<file path="config.mk">
export PLATFORM = sky130hd
export DESIGN_NAME = drop_controller_flat
export DESIGN_NICKNAME = d
export VERILOG_FILES = /design/src/rtl/board_pkg.sv /design/src/rtl/drop_controller_if.sv /design/src/rtl/btn_edge.sv /design/src/rtl/drop_controller.sv /design/src/flat_wrapper.sv
export SDC_FILE = /design/constraint.sdc
export NUM_CORES = 1
export LEC_CHECK = 0
export ABC_AREA = 1
export ABC_CLOCK_PERIOD_IN_PS = 4700
export CAP_MARGIN = 25
export CORE_UTILIZATION = 50
export CTS_CLUSTER_SIZE = 8
export DETAILED_ROUTE_END_ITERATION = 8
export PLACE_DENSITY = 0.85
export SETUP_SLACK_MARGIN = 0.5
export SLEW_MARGIN = 20
export SYNTH_ARGS = -nofsm -noshare
export SYNTH_HDL_FRONTEND = slang
export SYNTH_SLANG_ARGS = --single-unit
</file>
<file path="constraint.sdc">
create_clock -name clk -period 4.7 [get_ports clk]
set_input_delay 0.47 -clock clk [delete_from_list [all_inputs] [get_ports clk]]
set_output_delay 0.47 -clock clk [all_outputs]
set_load 0.03 [all_outputs]
</file>
<file path="src/rtl/board_pkg.sv">
// Shared board constants, player encoding and drop FSM state type.
package board_pkg;
  localparam int COLS = 16;
  localparam int ROWS = 16;

  localparam logic PLAYER_GRN = 1'b0;
  localparam logic PLAYER_RED = 1'b1;

  typedef enum logic [1:0] {
    S_IDLE,
    S_INJECT,
    S_FALL
  } drop_state_e;
endpackage

</file>
<file path="src/rtl/drop_controller_if.sv">
// Button/column-status inputs and injection/cursor outputs of the drop controller.
interface drop_controller_if #(
  parameter int COLS = board_pkg::COLS
);
  logic                    enable;
  logic                    left;
  logic                    right;
  logic                    drop;
  logic [COLS-1:0]         colFull;
  logic [COLS-1:0]         topG;
  logic [COLS-1:0]         topR;
  logic [$clog2(COLS)-1:0] cursor;
  logic                    player;
  logic                    busy;

  modport master (
    output enable, left, right, drop, colFull,
    input  topG, topR, cursor, player, busy
  );

  modport slave (
    input  enable, left, right, drop, colFull,
    output topG, topR, cursor, player, busy
  );
endinterface

</file>
<file path="src/rtl/btn_edge.sv">
// One-bit rising-edge detector for an already-synchronised button level.
module btn_edge (
  input  logic clk,
  input  logic RST,
  input  logic i_btn,
  output logic o_press
);
  logic r_btn_q;

  always_ff @(posedge clk) begin
    if (RST) r_btn_q <= 1'b0;
    else     r_btn_q <= i_btn;
  end

  assign o_press = i_btn & ~r_btn_q;
endmodule

</file>
<file path="src/rtl/drop_controller.sv">
// Cursor movement, turn order and one-cycle piece injection into row 0,
// followed by a fixed settle wait while the piece falls.
module drop_controller
  import board_pkg::*;
#(
  parameter int COLS          = board_pkg::COLS,
  parameter int SETTLE_CYCLES = 17,
  parameter int CURSOR_RESET  = 7
) (
  input  logic             clk,
  input  logic             RST,
  drop_controller_if.slave bus
);
  localparam int CW = $clog2(COLS);
  localparam int SW = (SETTLE_CYCLES > 1) ? $clog2(SETTLE_CYCLES) : 1;
  localparam logic [SW-1:0] CNT_LAST = SW'(SETTLE_CYCLES - 1);
  localparam logic [CW-1:0] CUR_MAX  = CW'(COLS - 1);

  drop_state_e     r_state, w_state_nxt;
  logic [CW-1:0]   r_cursor, w_cursor_nxt;
  logic [SW-1:0]   r_cnt, w_cnt_nxt;
  logic            r_player, w_player_nxt;
  logic [COLS-1:0] r_topG, r_topR;
  logic            r_busy;
  logic            w_left_p, w_right_p, w_drop_p, w_go;

  // Edge registers run in every state so a button held through a fall stays quiet.
  btn_edge u_left  (.clk(clk), .RST(RST), .i_btn(bus.left),  .o_press(w_left_p));
  btn_edge u_right (.clk(clk), .RST(RST), .i_btn(bus.right), .o_press(w_right_p));
  btn_edge u_drop  (.clk(clk), .RST(RST), .i_btn(bus.drop),  .o_press(w_drop_p));

  assign w_go = w_drop_p & ~bus.colFull[r_cursor];

  always_comb begin
    w_state_nxt  = r_state;
    w_cursor_nxt = r_cursor;
    w_cnt_nxt    = r_cnt;
    w_player_nxt = r_player;
    unique case (r_state)
      S_IDLE: begin
        if (bus.enable) begin
          if (w_go) begin
            w_state_nxt = S_INJECT;
          end else if (w_left_p && !w_right_p) begin
            if (r_cursor != '0) w_cursor_nxt = r_cursor - 1'b1;
          end else if (w_right_p && !w_left_p) begin
            if (r_cursor != CUR_MAX) w_cursor_nxt = r_cursor + 1'b1;
          end
        end
      end
      S_INJECT: begin
        w_state_nxt = S_FALL;
        w_cnt_nxt   = '0;
      end
      S_FALL: begin
        if (r_cnt == CNT_LAST) begin
          w_state_nxt  = S_IDLE;
          w_player_nxt = ~r_player;
        end else begin
          w_cnt_nxt = r_cnt + 1'b1;
        end
      end
      default: w_state_nxt = S_IDLE;
    endcase
  end

  always_ff @(posedge clk) begin
    if (RST) begin
      r_state  <= S_IDLE;
      r_cursor <= CW'(CURSOR_RESET);
      r_cnt    <= '0;
      r_player <= PLAYER_GRN;
      r_topG   <= '0;
      r_topR   <= '0;
      r_busy   <= 1'b0;
    end else begin
      r_state  <= w_state_nxt;
      r_cursor <= w_cursor_nxt;
      r_cnt    <= w_cnt_nxt;
      r_player <= w_player_nxt;
      r_busy   <= (w_state_nxt != S_IDLE);
      // Registered so the pulse coincides exactly with the S_INJECT cycle.
      r_topG   <= '0;
      r_topR   <= '0;
      if (w_state_nxt == S_INJECT) begin
        r_topG[w_cursor_nxt] <= ~r_player;
        r_topR[w_cursor_nxt] <= r_player;
      end
    end
  end

  assign bus.topG   = r_topG;
  assign bus.topR   = r_topR;
  assign bus.cursor = r_cursor;
  assign bus.player = r_player;
  assign bus.busy   = r_busy;
endmodule

</file>
<file path="src/flat_wrapper.sv">
// flat-port wrapper written by rule: the top's interface ports become plain ports
module drop_controller_flat import board_pkg::*;
#(
  parameter int COLS          = board_pkg::COLS,
  parameter int SETTLE_CYCLES = 17,
  parameter int CURSOR_RESET  = 7
)
  (clk, RST, bus_enable, bus_left, bus_right, bus_drop, bus_colFull, bus_topG, bus_topR, bus_cursor, bus_player, bus_busy);
  drop_controller_if #(.COLS(COLS)) bus_i ();
  input  logic clk;
  input  logic RST;
  input wire logic [$bits(bus_i.enable)-1:0] bus_enable;
  input wire logic [$bits(bus_i.left)-1:0] bus_left;
  input wire logic [$bits(bus_i.right)-1:0] bus_right;
  input wire logic [$bits(bus_i.drop)-1:0] bus_drop;
  input wire logic [$bits(bus_i.colFull)-1:0] bus_colFull;
  output wire logic [$bits(bus_i.topG)-1:0] bus_topG;
  output wire logic [$bits(bus_i.topR)-1:0] bus_topR;
  output wire logic [$bits(bus_i.cursor)-1:0] bus_cursor;
  output wire logic [$bits(bus_i.player)-1:0] bus_player;
  output wire logic [$bits(bus_i.busy)-1:0] bus_busy;
  assign bus_i.enable = bus_enable;
  assign bus_i.left = bus_left;
  assign bus_i.right = bus_right;
  assign bus_i.drop = bus_drop;
  assign bus_i.colFull = bus_colFull;
  assign bus_topG = bus_i.topG;
  assign bus_topR = bus_i.topR;
  assign bus_cursor = bus_i.cursor;
  assign bus_player = bus_i.player;
  assign bus_busy = bus_i.busy;
  drop_controller #(.COLS(COLS), .SETTLE_CYCLES(SETTLE_CYCLES), .CURSOR_RESET(CURSOR_RESET)) u_core (.clk(clk), .RST(RST), .bus(bus_i));
endmodule
</file>
==> metrics.cfg <==
[worst_setup_path]
cp-end-kind=flop
crit_path_max_fanout=16
worstSetupStartpoint=u_core.bus.cursor[0]
required_ps=4930
cp_data_arrival_time_ps=2530
path_class=flop to flop
r2r-start=u_core.bus.cursor[0]
cp-start-kind=flop

[logic_synthesis]
synth_compound_area_share_pct=4.709
synth_mux_area_share_pct=0
synth_cell_types=27
seq_area_frac_synth_pct=47.58
synth_top_family_by_area=simple AND/OR/NAND/NOR gates
synth-simple-area-share_pct=34.20
synthAdderAreaFrac_pct=2.478
ys.flop_type=dfxtp_1
async_flop_share_pct=0
synth-seq-cells=48
syn-num-nets=293
syn_area_per_cell_sq_um=7.563
syn_area_sq_um=2019
ys_warn_count=0
synth-edff-count=0
synth_xor_area_share_pct=2.169
synthCells=267

[route]
via_count=1834
drc=0
wl_per_cell_um=11.24
first_pass_iters=4
via_per_inst=4.878
postRouteAntennaNets=0
routed_wl_mm=4.225
first_iter_violations=86

[cells_and_area]
antennaDiodeCount=0
drive_gt1_share_pct=9.146
final_nets=353
seqCellArea_sq_um=960.9
fillers=295
final_common_cell=nand2_1
area_delta_synth_final_pct=36.68
utilization_pct=73.19
final_cell_mix=61 x nand2_1, 59 x clkdlybuf4s50_1, 48 x dfxtp_1
multi_input_area_sq_um=879.6

[die]
pin_count=60
dieHeight_um=65.55
chipWidth_um=65.55
rows=22
core_sq_um=3771
dieArea_sq_um=4297
initial_utilization_pct=53.55

[pwr]
p_leak_uw=0.001180
max-vdd-ir-drop_v=0.0002032
total_power_uw=965.6
power.density_nw_per_um2=349.8

[timing]
fin_crit_sh_pct=48.98
relSlewSlack_pct=64.56
worst_pin_slew_ps=530.8
setup_viol=0
layout_min_cycle_time_ps=2302
fmax_ghz=0.4344
tns_ps=0
skew_ps=8.644
rsz0062_at_grt=false
maxSlewViolCount=0
finalHoldViolCount=0

[global_route]
antenna_found_initial=0
overflow=0
grt_pass1_wl_mm=7.479
grtUsageTotal_pct=22.38
grt_max_degree=17
grt_pass1_vias=1771

[cts]
cts_tree=yes
post-cts-setup-buffers=0
cts_sinks=48
clk_pin_slew_worst_paths_ps=90
htree_levels=2
cts_buffers=5
clockBufferDepth=2
cts-root-buf=clkbuf_8
clock_latency_ps=300
hold_buffers=0
cts-resized-gates=0

[place]
place_hpwl_mm=3.156
gp_congestion=0.8567
port_buffers=59

[hold_path]
min_from=u_core.r_cnt[1]
hp-class=flop to flop

[flow_run]
cap_violations=0

[status]
outcome=finished, final reports clean

## cells by family (layout without fill, tap and decap cells)
family	count (synthesis)	count (layout)
AO/OA/AOI/OAI	17	17
AND/OR/NAND/NOR	152	152
buffers and inverters	41	102
XOR/XNOR	5	5
flip-flops	48	48
adder cells (fa/ha/maj)	4	4
## Yosys cell counts, types with 4 or more instances
| cell | count | area [sq um] |
|---|---|---|
| nand2_1 | 61 | 229.0 |
| dfxtp_1 | 48 | 960.9 |
| nor2_1 | 44 | 165.2 |
| inv_1 | 29 | 108.9 |
| nand3_1 | 20 | 100.1 |
| a21oi_1 | 11 | 55.05 |
| inv_2 | 6 | 22.52 |
| nand2_2 | 6 | 37.54 |
| ha_1 | 4 | 50.05 |
| nor3_1 | 4 | 20.02 |
## per-layer routing
metal,share of wire (%),vias to the layer above,GRT usage (%)
met5,0,-,0
li1,-,941,-
met2,50,56,40.34
met4,0.57,0,6.250
met1,45,833,26.49
met3,3.6,4,4.688
## flip-flops by register name, summed over array words and instances (netlist names), 2 cells and up
register / flops
u_core.r_state: 2
u_core.r_cnt: 5
u_core.bus.topG: 16
u_core.bus.topR: 16
u_core.bus.cursor: 4
## per-stage QoR
step	setup WS [ps]	std cells	area, sq um	hold slack, ps
2_1_floorplan	2736	267	2019	459.0
3_3_place_gp	2433	368	2623	489.1
3_5_place_dp	2343	368	2623	506.2
4_1_cts	2431	376	2760	519.5
5_1_grt	2171	376	2760	553.7
6_report	2398	376	2760	513.1
## where the power goes
group	internal (uW)	switching, uW	leakage, uW
clock	214	139	0.0000687
sequential	415	14.8	0.000388
combinational	70.4	112	0.000723
## path summary, 6_finish.rpt
path / slack, ps / cells past startpoint / to
worst max register to register: 2400 / 11 / u_core.bus.topG[5]
worst min-delay path: 510 / 2 / u_core.r_cnt[1]
worst max-delay path: 2400 / 11 / u_core.bus.topG[5]
worst min register to register: 510 / 2 / u_core.r_cnt[1]
## layout make-up
class                           instances  area share [%]
Timing Repair Buffer                   59           21.40
Clock buffer                            5           2.493
Sequential cell                        48           34.81
Inverter                               35           4.760
Tap cell                               48           2.176
Clock inverter                          3           2.493
Multi-Input combinational cell        178           31.87
## worst max-delay path, stage by stage, from the launching register on
cell and delay (ps):
dfxtp_1 660, inv_2 180, ha_1 280, nand3_1 140, nand2_1 100, nand2_1 120
nand3_1 80, nand2_1 120, nand2_2 100, nor2_2 200, nand2_1 120, nor2_1 130
No activity file was read; power rests on OpenSTA's default activity.
